File: src/rtl/gcm_aes_seq_ctrl.sv
// rtl/gcm_aes_seq_ctrl.sv - message sequencer driving one gcm_aes core
// Purpose: walks a GCM message through AAD load, key setup wait, credit-guarded
//   plaintext issue and tag return; ciphertext is buffered in a small FIFO.
// Ports:
//   clk, rst                      clock, async active-high reset
//   i_start/i_aad/i_aad_blocks    message start, AAD blocks and count
//   i_pt_blocks/i_last_bytes      plaintext block count, valid bytes of last block
//   o_busy                        high outside IDLE
//   i_pt_valid/o_pt_ready/i_pt_data   plaintext block stream in
//   o_ct_valid/i_ct_ready/o_ct_data   ciphertext block stream out
//   o_tag_valid/i_tag_ack/o_tag   tag handshake
//   o_core_*                      strobes, data and bit lengths to the core
//   i_core_ct_ready/i_core_ct     ciphertext return from the core
//   i_core_tag_ready/i_core_tag   tag return from the core
module gcm_aes_seq_ctrl #(
  parameter int MAX_AAD_BLK   = 4,
  parameter int CNT_W         = 16,
  parameter int FIFO_DEPTH    = 4,
  parameter int KEY_SETUP_CYC = 14
) (
  input  logic                             clk,
  input  logic                             rst,
  input  logic                             i_start,
  input  logic [MAX_AAD_BLK*128-1:0]       i_aad,
  input  logic [$clog2(MAX_AAD_BLK+1)-1:0] i_aad_blocks,
  input  logic [CNT_W-1:0]                 i_pt_blocks,
  input  logic [3:0]                       i_last_bytes,
  output logic                             o_busy,
  input  logic                             i_pt_valid,
  output logic                             o_pt_ready,
  input  logic [127:0]                     i_pt_data,
  output logic                             o_ct_valid,
  input  logic                             i_ct_ready,
  output logic [127:0]                     o_ct_data,
  output logic                             o_tag_valid,
  input  logic                             i_tag_ack,
  output logic [127:0]                     o_tag,
  output logic                             o_core_new_instance,
  output logic                             o_core_pt_instance,
  output logic [127:0]                     o_core_aad,
  output logic [127:0]                     o_core_pt,
  output logic [63:0]                      o_core_aad_size,
  output logic [63:0]                      o_core_pt_size,
  input  logic                             i_core_ct_ready,
  input  logic [127:0]                     i_core_ct,
  input  logic                             i_core_tag_ready,
  input  logic [127:0]                     i_core_tag
);
  localparam int AW  = $clog2(MAX_AAD_BLK+1);
  localparam int FW  = $clog2(FIFO_DEPTH+1);
  localparam int FW1 = FW + 1;
  localparam int PW  = (FIFO_DEPTH > 1) ? $clog2(FIFO_DEPTH) : 1;
  localparam int KW  = $clog2(KEY_SETUP_CYC+MAX_AAD_BLK+2);
  localparam logic [PW-1:0] PTR_LAST = PW'(FIFO_DEPTH-1);
  localparam logic [FW:0]   DEPTH_C  = FW1'(FIFO_DEPTH);
  localparam logic [KW-1:0] KEY_LAST = KW'(KEY_SETUP_CYC-1);

  typedef enum logic [2:0] {S_IDLE, S_AAD, S_KEY_WAIT, S_PT, S_TAG_WAIT, S_TAG_OUT} state_t;

  state_t        state_q, state_d;
  logic [AW-1:0] aad_n_q, aad_n_d, aad_idx_q, aad_idx_d;
  logic [KW-1:0] key_cnt_q, key_cnt_d;
  logic [CNT_W-1:0] pt_n_q, pt_n_d, issued_q, issued_d, returned_q, returned_d;
  logic [4:0]    lb_q, lb_d;
  logic [FW-1:0] inflight_q, inflight_d, fifo_cnt_q, fifo_cnt_d;
  logic [PW-1:0] wr_ptr_q, wr_ptr_d, rd_ptr_q, rd_ptr_d;
  logic [127:0]  tag_q, tag_d;
  logic [63:0]   aad_size_q, aad_size_d, pt_size_q, pt_size_d;
  logic [127:0]  fifo_mem_q [FIFO_DEPTH];

  logic [127:0]  last_mask, ct_push_data;
  logic [FW:0]   credit_sum;
  logic [4:0]    lb_in;
  logic          pt_hs, pt_last, ct_push, ct_pop;

  always_comb begin
    last_mask = '0;
    for (int b = 0; b < 16; b++) begin
      last_mask[b*8 +: 8] = (5'(b) < lb_q) ? 8'hff : 8'h00;
    end
    lb_in      = (i_last_bytes == 4'd0) ? 5'd16 : {1'b0, i_last_bytes};
    credit_sum = {1'b0, fifo_cnt_q} + {1'b0, inflight_q};
    // Blocks already in the FIFO plus blocks inside the core never exceed
    // FIFO_DEPTH, so a returning block always has a slot.
    o_pt_ready = (state_q == S_PT) && (issued_q < pt_n_q) && (credit_sum < DEPTH_C);
    pt_hs      = i_pt_valid && o_pt_ready;
    pt_last    = (issued_q == pt_n_q - CNT_W'(1));
    ct_push    = i_core_ct_ready && (inflight_q != '0);
    ct_push_data = (returned_q == pt_n_q - CNT_W'(1)) ? (i_core_ct & last_mask) : i_core_ct;
    ct_pop     = (fifo_cnt_q != '0) && i_ct_ready;

    o_busy              = (state_q != S_IDLE);
    o_core_new_instance = (state_q == S_AAD) && (aad_idx_q == '0);
    o_core_aad          = ((state_q == S_AAD) && (aad_idx_q < aad_n_q)) ?
                          i_aad[int'(aad_idx_q)*128 +: 128] : '0;
    o_core_pt_instance  = pt_hs && (issued_q == '0);
    o_core_pt           = pt_hs ? (pt_last ? (i_pt_data & last_mask) : i_pt_data) : '0;
    o_ct_valid          = (fifo_cnt_q != '0);
    o_ct_data           = o_ct_valid ? fifo_mem_q[rd_ptr_q] : '0;
    o_tag_valid         = (state_q == S_TAG_OUT) && (fifo_cnt_q == '0) && (inflight_q == '0);
    o_tag               = tag_q;
    o_core_aad_size     = aad_size_q;
    o_core_pt_size      = pt_size_q;
  end

  always_comb begin
    state_d    = state_q;
    aad_n_d    = aad_n_q;
    aad_idx_d  = aad_idx_q;
    key_cnt_d  = key_cnt_q;
    pt_n_d     = pt_n_q;
    lb_d       = lb_q;
    tag_d      = tag_q;
    aad_size_d = aad_size_q;
    pt_size_d  = pt_size_q;
    issued_d   = issued_q + CNT_W'(pt_hs);
    returned_d = returned_q + CNT_W'(ct_push);
    wr_ptr_d   = ct_push ? ((wr_ptr_q == PTR_LAST) ? '0 : wr_ptr_q + 1'b1) : wr_ptr_q;
    rd_ptr_d   = ct_pop ? ((rd_ptr_q == PTR_LAST) ? '0 : rd_ptr_q + 1'b1) : rd_ptr_q;
    case ({pt_hs, ct_push})
      2'b10:   inflight_d = inflight_q + 1'b1;
      2'b01:   inflight_d = inflight_q - 1'b1;
      default: inflight_d = inflight_q;
    endcase
    case ({ct_push, ct_pop})
      2'b10:   fifo_cnt_d = fifo_cnt_q + 1'b1;
      2'b01:   fifo_cnt_d = fifo_cnt_q - 1'b1;
      default: fifo_cnt_d = fifo_cnt_q;
    endcase
    case (state_q)
      S_IDLE: if (i_start) begin
        state_d    = S_AAD;
        aad_n_d    = i_aad_blocks;
        aad_idx_d  = '0;
        key_cnt_d  = '0;
        pt_n_d     = i_pt_blocks;
        lb_d       = lb_in;
        issued_d   = '0;
        returned_d = '0;
        aad_size_d = 64'({i_aad_blocks, 7'b0});
        pt_size_d  = (i_pt_blocks == '0) ? 64'd0 :
                     64'({i_pt_blocks - CNT_W'(1), 7'b0}) + 64'({lb_in, 3'b0});
      end
      S_AAD: begin
        // Key setup time is measured from the new_instance cycle, so the
        // counter already runs while AAD blocks go out.
        key_cnt_d = key_cnt_q + 1'b1;
        aad_idx_d = aad_idx_q + 1'b1;
        if ((aad_n_q == '0) || (aad_idx_q == aad_n_q - AW'(1))) state_d = S_KEY_WAIT;
      end
      S_KEY_WAIT: begin
        key_cnt_d = key_cnt_q + 1'b1;
        if (key_cnt_q >= KEY_LAST) state_d = (pt_n_q == '0) ? S_TAG_WAIT : S_PT;
      end
      S_PT:       if (pt_hs && pt_last) state_d = S_TAG_WAIT;
      S_TAG_WAIT: state_d = S_TAG_WAIT;
      S_TAG_OUT: if (o_tag_valid && i_tag_ack) begin
        state_d    = S_IDLE;
        aad_size_d = '0;
        pt_size_d  = '0;
      end
      default:    state_d = S_IDLE;
    endcase
    if (i_core_tag_ready && ((state_q == S_KEY_WAIT) || (state_q == S_PT) || (state_q == S_TAG_WAIT))) begin
      tag_d   = i_core_tag;
      state_d = S_TAG_OUT;
    end
  end

  always_ff @(posedge clk or posedge rst) begin
    if (rst) begin
      state_q    <= S_IDLE;
      aad_n_q    <= '0;
      aad_idx_q  <= '0;
      key_cnt_q  <= '0;
      pt_n_q     <= '0;
      lb_q       <= '0;
      issued_q   <= '0;
      returned_q <= '0;
      inflight_q <= '0;
      fifo_cnt_q <= '0;
      wr_ptr_q   <= '0;
      rd_ptr_q   <= '0;
      tag_q      <= '0;
      aad_size_q <= '0;
      pt_size_q  <= '0;
      for (int i = 0; i < FIFO_DEPTH; i++) fifo_mem_q[i] <= '0;
    end else begin
      state_q    <= state_d;
      aad_n_q    <= aad_n_d;
      aad_idx_q  <= aad_idx_d;
      key_cnt_q  <= key_cnt_d;
      pt_n_q     <= pt_n_d;
      lb_q       <= lb_d;
      issued_q   <= issued_d;
      returned_q <= returned_d;
      inflight_q <= inflight_d;
      fifo_cnt_q <= fifo_cnt_d;
      wr_ptr_q   <= wr_ptr_d;
      rd_ptr_q   <= rd_ptr_d;
      tag_q      <= tag_d;
      aad_size_q <= aad_size_d;
      pt_size_q  <= pt_size_d;
      if (ct_push) fifo_mem_q[wr_ptr_q] <= ct_push_data;
    end
  end
endmodule

File: config.mk
export PLATFORM = sky130hd
export DESIGN_NAME = gcm_aes_seq_ctrl
export DESIGN_NICKNAME = d
export VERILOG_FILES = /design/src/rtl/gcm_aes_seq_ctrl.sv
export SDC_FILE = /design/constraint.sdc
export NUM_CORES = 2
export LEC_CHECK = 0
export CAP_MARGIN = 30
export CELL_PAD_IN_SITES_DETAIL_PLACEMENT = 1
export CELL_PAD_IN_SITES_GLOBAL_PLACEMENT = 2
export CORE_AREA = 2 2 615 617
export DETAILED_ROUTE_END_ITERATION = 8
export DIE_AREA = 0 0 617 619
export GPL_ROUTABILITY_DRIVEN = 0
export PLACE_DENSITY_LB_ADDON = 0.2
export SLEW_MARGIN = 20
export SYNTH_ARGS = -nofsm -noshare
export SYNTH_HDL_FRONTEND = slang
export SYNTH_SLANG_ARGS = --single-unit
File: constraint.sdc
create_clock -name clk -period 67.1 [get_ports clk]
set_input_delay 10.065 -clock clk [delete_from_list [all_inputs] [get_ports clk]]
set_output_delay 10.065 -clock clk [all_outputs]
set_load 0.02 [all_outputs]
==> impl_metrics.csv <==
group,metric,value,unit
synthesis,syn_area,42200,µm²
timing,tns,0,ps
synthesis,ys.warnings.count,0,
route,vias_per_cell,3.71,
timing,timing.final.ws_setup,44120,ps
pwr,ir_worst_vdd,0.0000233,V
timing,max_freq,43.5,MHz
floorplanning,die_h,619,µm
route,drtPass1Iterations,6,
synthesis,seq_area_frac_synth,44.0,%
worst_setup_path,crit_arrival,12910,ps
timing,rsz0062_at_grt,"false",
synthesis,async_reset_ff_share,100,%
worst_setup_path,cp-end-kind,"output pin",
worst_setup_path,reg2reg_from,"pt_n_q[0]$_DFFE_PP0P_",
global_route,grt_usage,16.6,%
floorplanning,rows,225,
synthesis,ys_seq_elements,741,
worst_setup_path,path_depth,7,
timing,setup_violations,0,
worst_setup_path,crit_fanout,19,
floorplanning,die_w,617,µm
status,status,"finished, final reports clean",
route,vias,38900,
job,max_cap_viol_count,0,
worst_setup_path,startpoint_type,"input pin",
cells_and_area,design_area,66300,µm²
route,wl,327,mm
global_route,grt_pass1_wl,424,mm
pwr,powerDensity,47.7,nW/µm²
route,drt_iter0_drc,2571,
worst_setup_path,slowest_stage,"clkdlybuf4s50_1",
floorplanning,io_pins,1573,
worst_setup_path,ff2ff_setup_slack,61890,ps
route,ant_nets,0,
worst_setup_path,crit_required,57030,ps
synthesis,synth.distinct_cells,74,
floorplanning,dieArea,382000,µm²
worst_setup_path,path_cells,"clkdlybuf4s50_1, nand2_2, buf_4, a21oi_1, buf_4, and2_1, clkdlybuf4s50_1",
global_route,antenna_found_initial,158,
synthesis,synth-edff-count,0,
timing,finalHoldViolations,0,
timing,drv_slew,0,
clock_network,clk_pin_slew,50,ps
floorplanning,core,375000,µm²
clock_network,cts.sinks,741,
clock_network,ctsResizeCount,0,
worst_setup_path,critical-path-max-stage-delay,680,ps
synthesis,synthTopCellsByArea,"dfrtp_1 (44%), mux4_2 (14%), nand2_1 (6.3%)",
route,post_drt_wl_per_cell,31.2,µm
route,drc,0,
worst_setup_path,critPathCapture,"o_core_pt[111]",
floorplanning,initial_utilization,11.3,%
pwr,power.leakage,25.3,nW
synthesis,synth_top_cells_by_count,"dfrtp_1 (741), nand2_1 (710), and2_1 (265), clkbuf_1 (265), mux4_2 (256)",
clock_network,hold_buffers,0,
synthesis,synth_ff_type,"dfrtp_1",
synthesis,synthCells,3970,
worst_setup_path,timing.rr.end,"fifo_mem_q[100]$_DFFE_PP0P_",
clock_network,cts_buffers,103,
worst_setup_path,critPathKind,"in -> out",
synthesis,yosys.area.top_type_share,44.0,%
cells_and_area,final_nets,6282,
placed_design,hpwl,261,mm
worst_hold_path,min_path_type,"reg -> reg",
placed_design,port_buffers,1468,
worst_setup_path,critPathTopFamily,"buffers and inverters",
global_route,grt-ovfl-total,0,
synthesis,yosysMostFrequentCell,"dfrtp_1",
worst_setup_path,reg2regPathDepth,11,
worst_setup_path,path_buf_inv,4,
clock_network,clock-root-buffer,"clkbuf_16",
cells_and_area,area_growth,57.3,%
synthesis,synth_top_cell_by_area,"dfrtp_1",
placed_design,place_ws,44070,ps
placed_design,placed_cell_area,62500,µm²
clock_network,cts_buffer_depth,3,
cells_and_area,drive_gt1_share,13.4,%
global_route,grt_max_degree,117,
clock_network,clk_latency,750,ps
clock_network,htreeDepth,3,
synthesis,synth.avg_cell_area,10.6,µm²
global_route,grt_pass1_vias,40600,
timing,slew_headroom,24.2,%
timing,fin_worst_skew,59.6,ps
timing,fin_crit,22980,ps
worst_setup_path,crit_start,"i_pt_valid",
clock_network,cts_tree,"yes",
timing,tightest_slew,1130,ps
timing,fin_crit_sh,34.2,%
clock_network,postCtsSetupRepairBufs,0,
## where the power goes
part	switching (mW)	internal [mW]	total, mW
Clock	0.241	0.327	0.567
Sequential	0.152	0.657	0.809
Combinational	1.01	0.775	1.79
Total	1.41	1.76	3.17
## state kept, by name, summed over array words and instances, names as in the netlist, 5 cells and up
register and flops:
fifo_mem_q 512, issued_q 16, key_cnt_q 5, lb_q 5
o_core_pt_size 21, o_tag 128, pt_n_q 16, returned_q 16
## layout by cell type, fill, tap and decap left out, drive strengths merged, types with 54 or more instances in the layout
| master | count |
|---|---|
| clkbuf | 159 |
| a31oi | 199 |
| conb | 104 |
| clkdlybuf4s50 | 1467 |
| nor3 | 54 |
| diode | 97 |
| mux2 | 130 |
| and2 | 265 |
| mux4 | 256 |
| buf | 92 |
| nor2 | 67 |
| a21oi | 255 |
| dfrtp | 741 |
| and3 | 143 |
| mux2i | 197 |
| nand2 | 710 |
| o21ai | 149 |
## worst min-delay path by stage
stage	startpoint	end	slack, ps	cells past startpoint
after floorplan	fifo_mem_q[184]$_DFFE_PP0P_	fifo_mem_q[184]$_DFFE_PP0P_	440	2
after global placement	fifo_mem_q[348]$_DFFE_PP0P_	fifo_mem_q[348]$_DFFE_PP0P_	460	2
after detailed placement	fifo_mem_q[188]$_DFFE_PP0P_	fifo_mem_q[188]$_DFFE_PP0P_	470	2
after CTS	fifo_mem_q[126]$_DFFE_PP0P_	fifo_mem_q[126]$_DFFE_PP0P_	480	2
after global routing	fifo_mem_q[314]$_DFFE_PP0P_	fifo_mem_q[314]$_DFFE_PP0P_	500	2
final	fifo_mem_q[62]$_DFFE_PP0P_	fifo_mem_q[62]$_DFFE_PP0P_	480	2
## metal layers
metal	GRT usage [%]	vias to the layer above	share of wire, %
met5	0.922	-	0.28
met3	7.52	360	9.8
met1	22.4	20100	46
met4	2.23	82	1.2
met2	24.6	1554	42
li1	-	16800	-
## cells by family after synthesis
group                    count (synthesis)  synth area share [%]
other                                    1               0.00889
multiplexers                           583                  21.8
adder cells (fa/ha/maj)                 45                  1.37
flip-flops                             741                  44.0
AO/OA/AOI/OAI                          668                  9.16
XOR/XNOR                                99                  2.19
buffers and inverters                  474                  5.24
AND/OR/NAND/NOR                       1359                  16.2
## final cells by class
class / instances / area [µm²]
multi-input cells: 2858 / 21900
fillers: 42900 / 308000
inverters: 46 / 180
clock inverters: 30 / 399
repair buffers: 1560 / 15700
well taps: 4994 / 6250
diodes: 97 / 243
flip-flops and latches: 741 / 18600
clock buffers: 158 / 3020
## per-stage QoR
step                power [mW]  utilization, %  hold WS [ps]  instances
floorplan                 1.74               -           445       4073
global placement          2.61            16.6           457      10200
detailed placement        2.63            16.7           466      10200
CTS                       3.23            17.6           482      10400
global route              3.37            17.7           503      10400
finish                    3.17            17.7           476      10500
## worst reg2reg max path, stage by stage, from the launching register on
cell	delay (ps)
dfrtp_1	470
inv_1	140
ha_1	250
or3b_2	590
or4b_2	740
xnor2_1	180
nor2_1	520
and3b_4	530
buf_4	690
buf_4	450
buf_16	320
a31oi_1	200
Power figures use the tool's default switching activity.
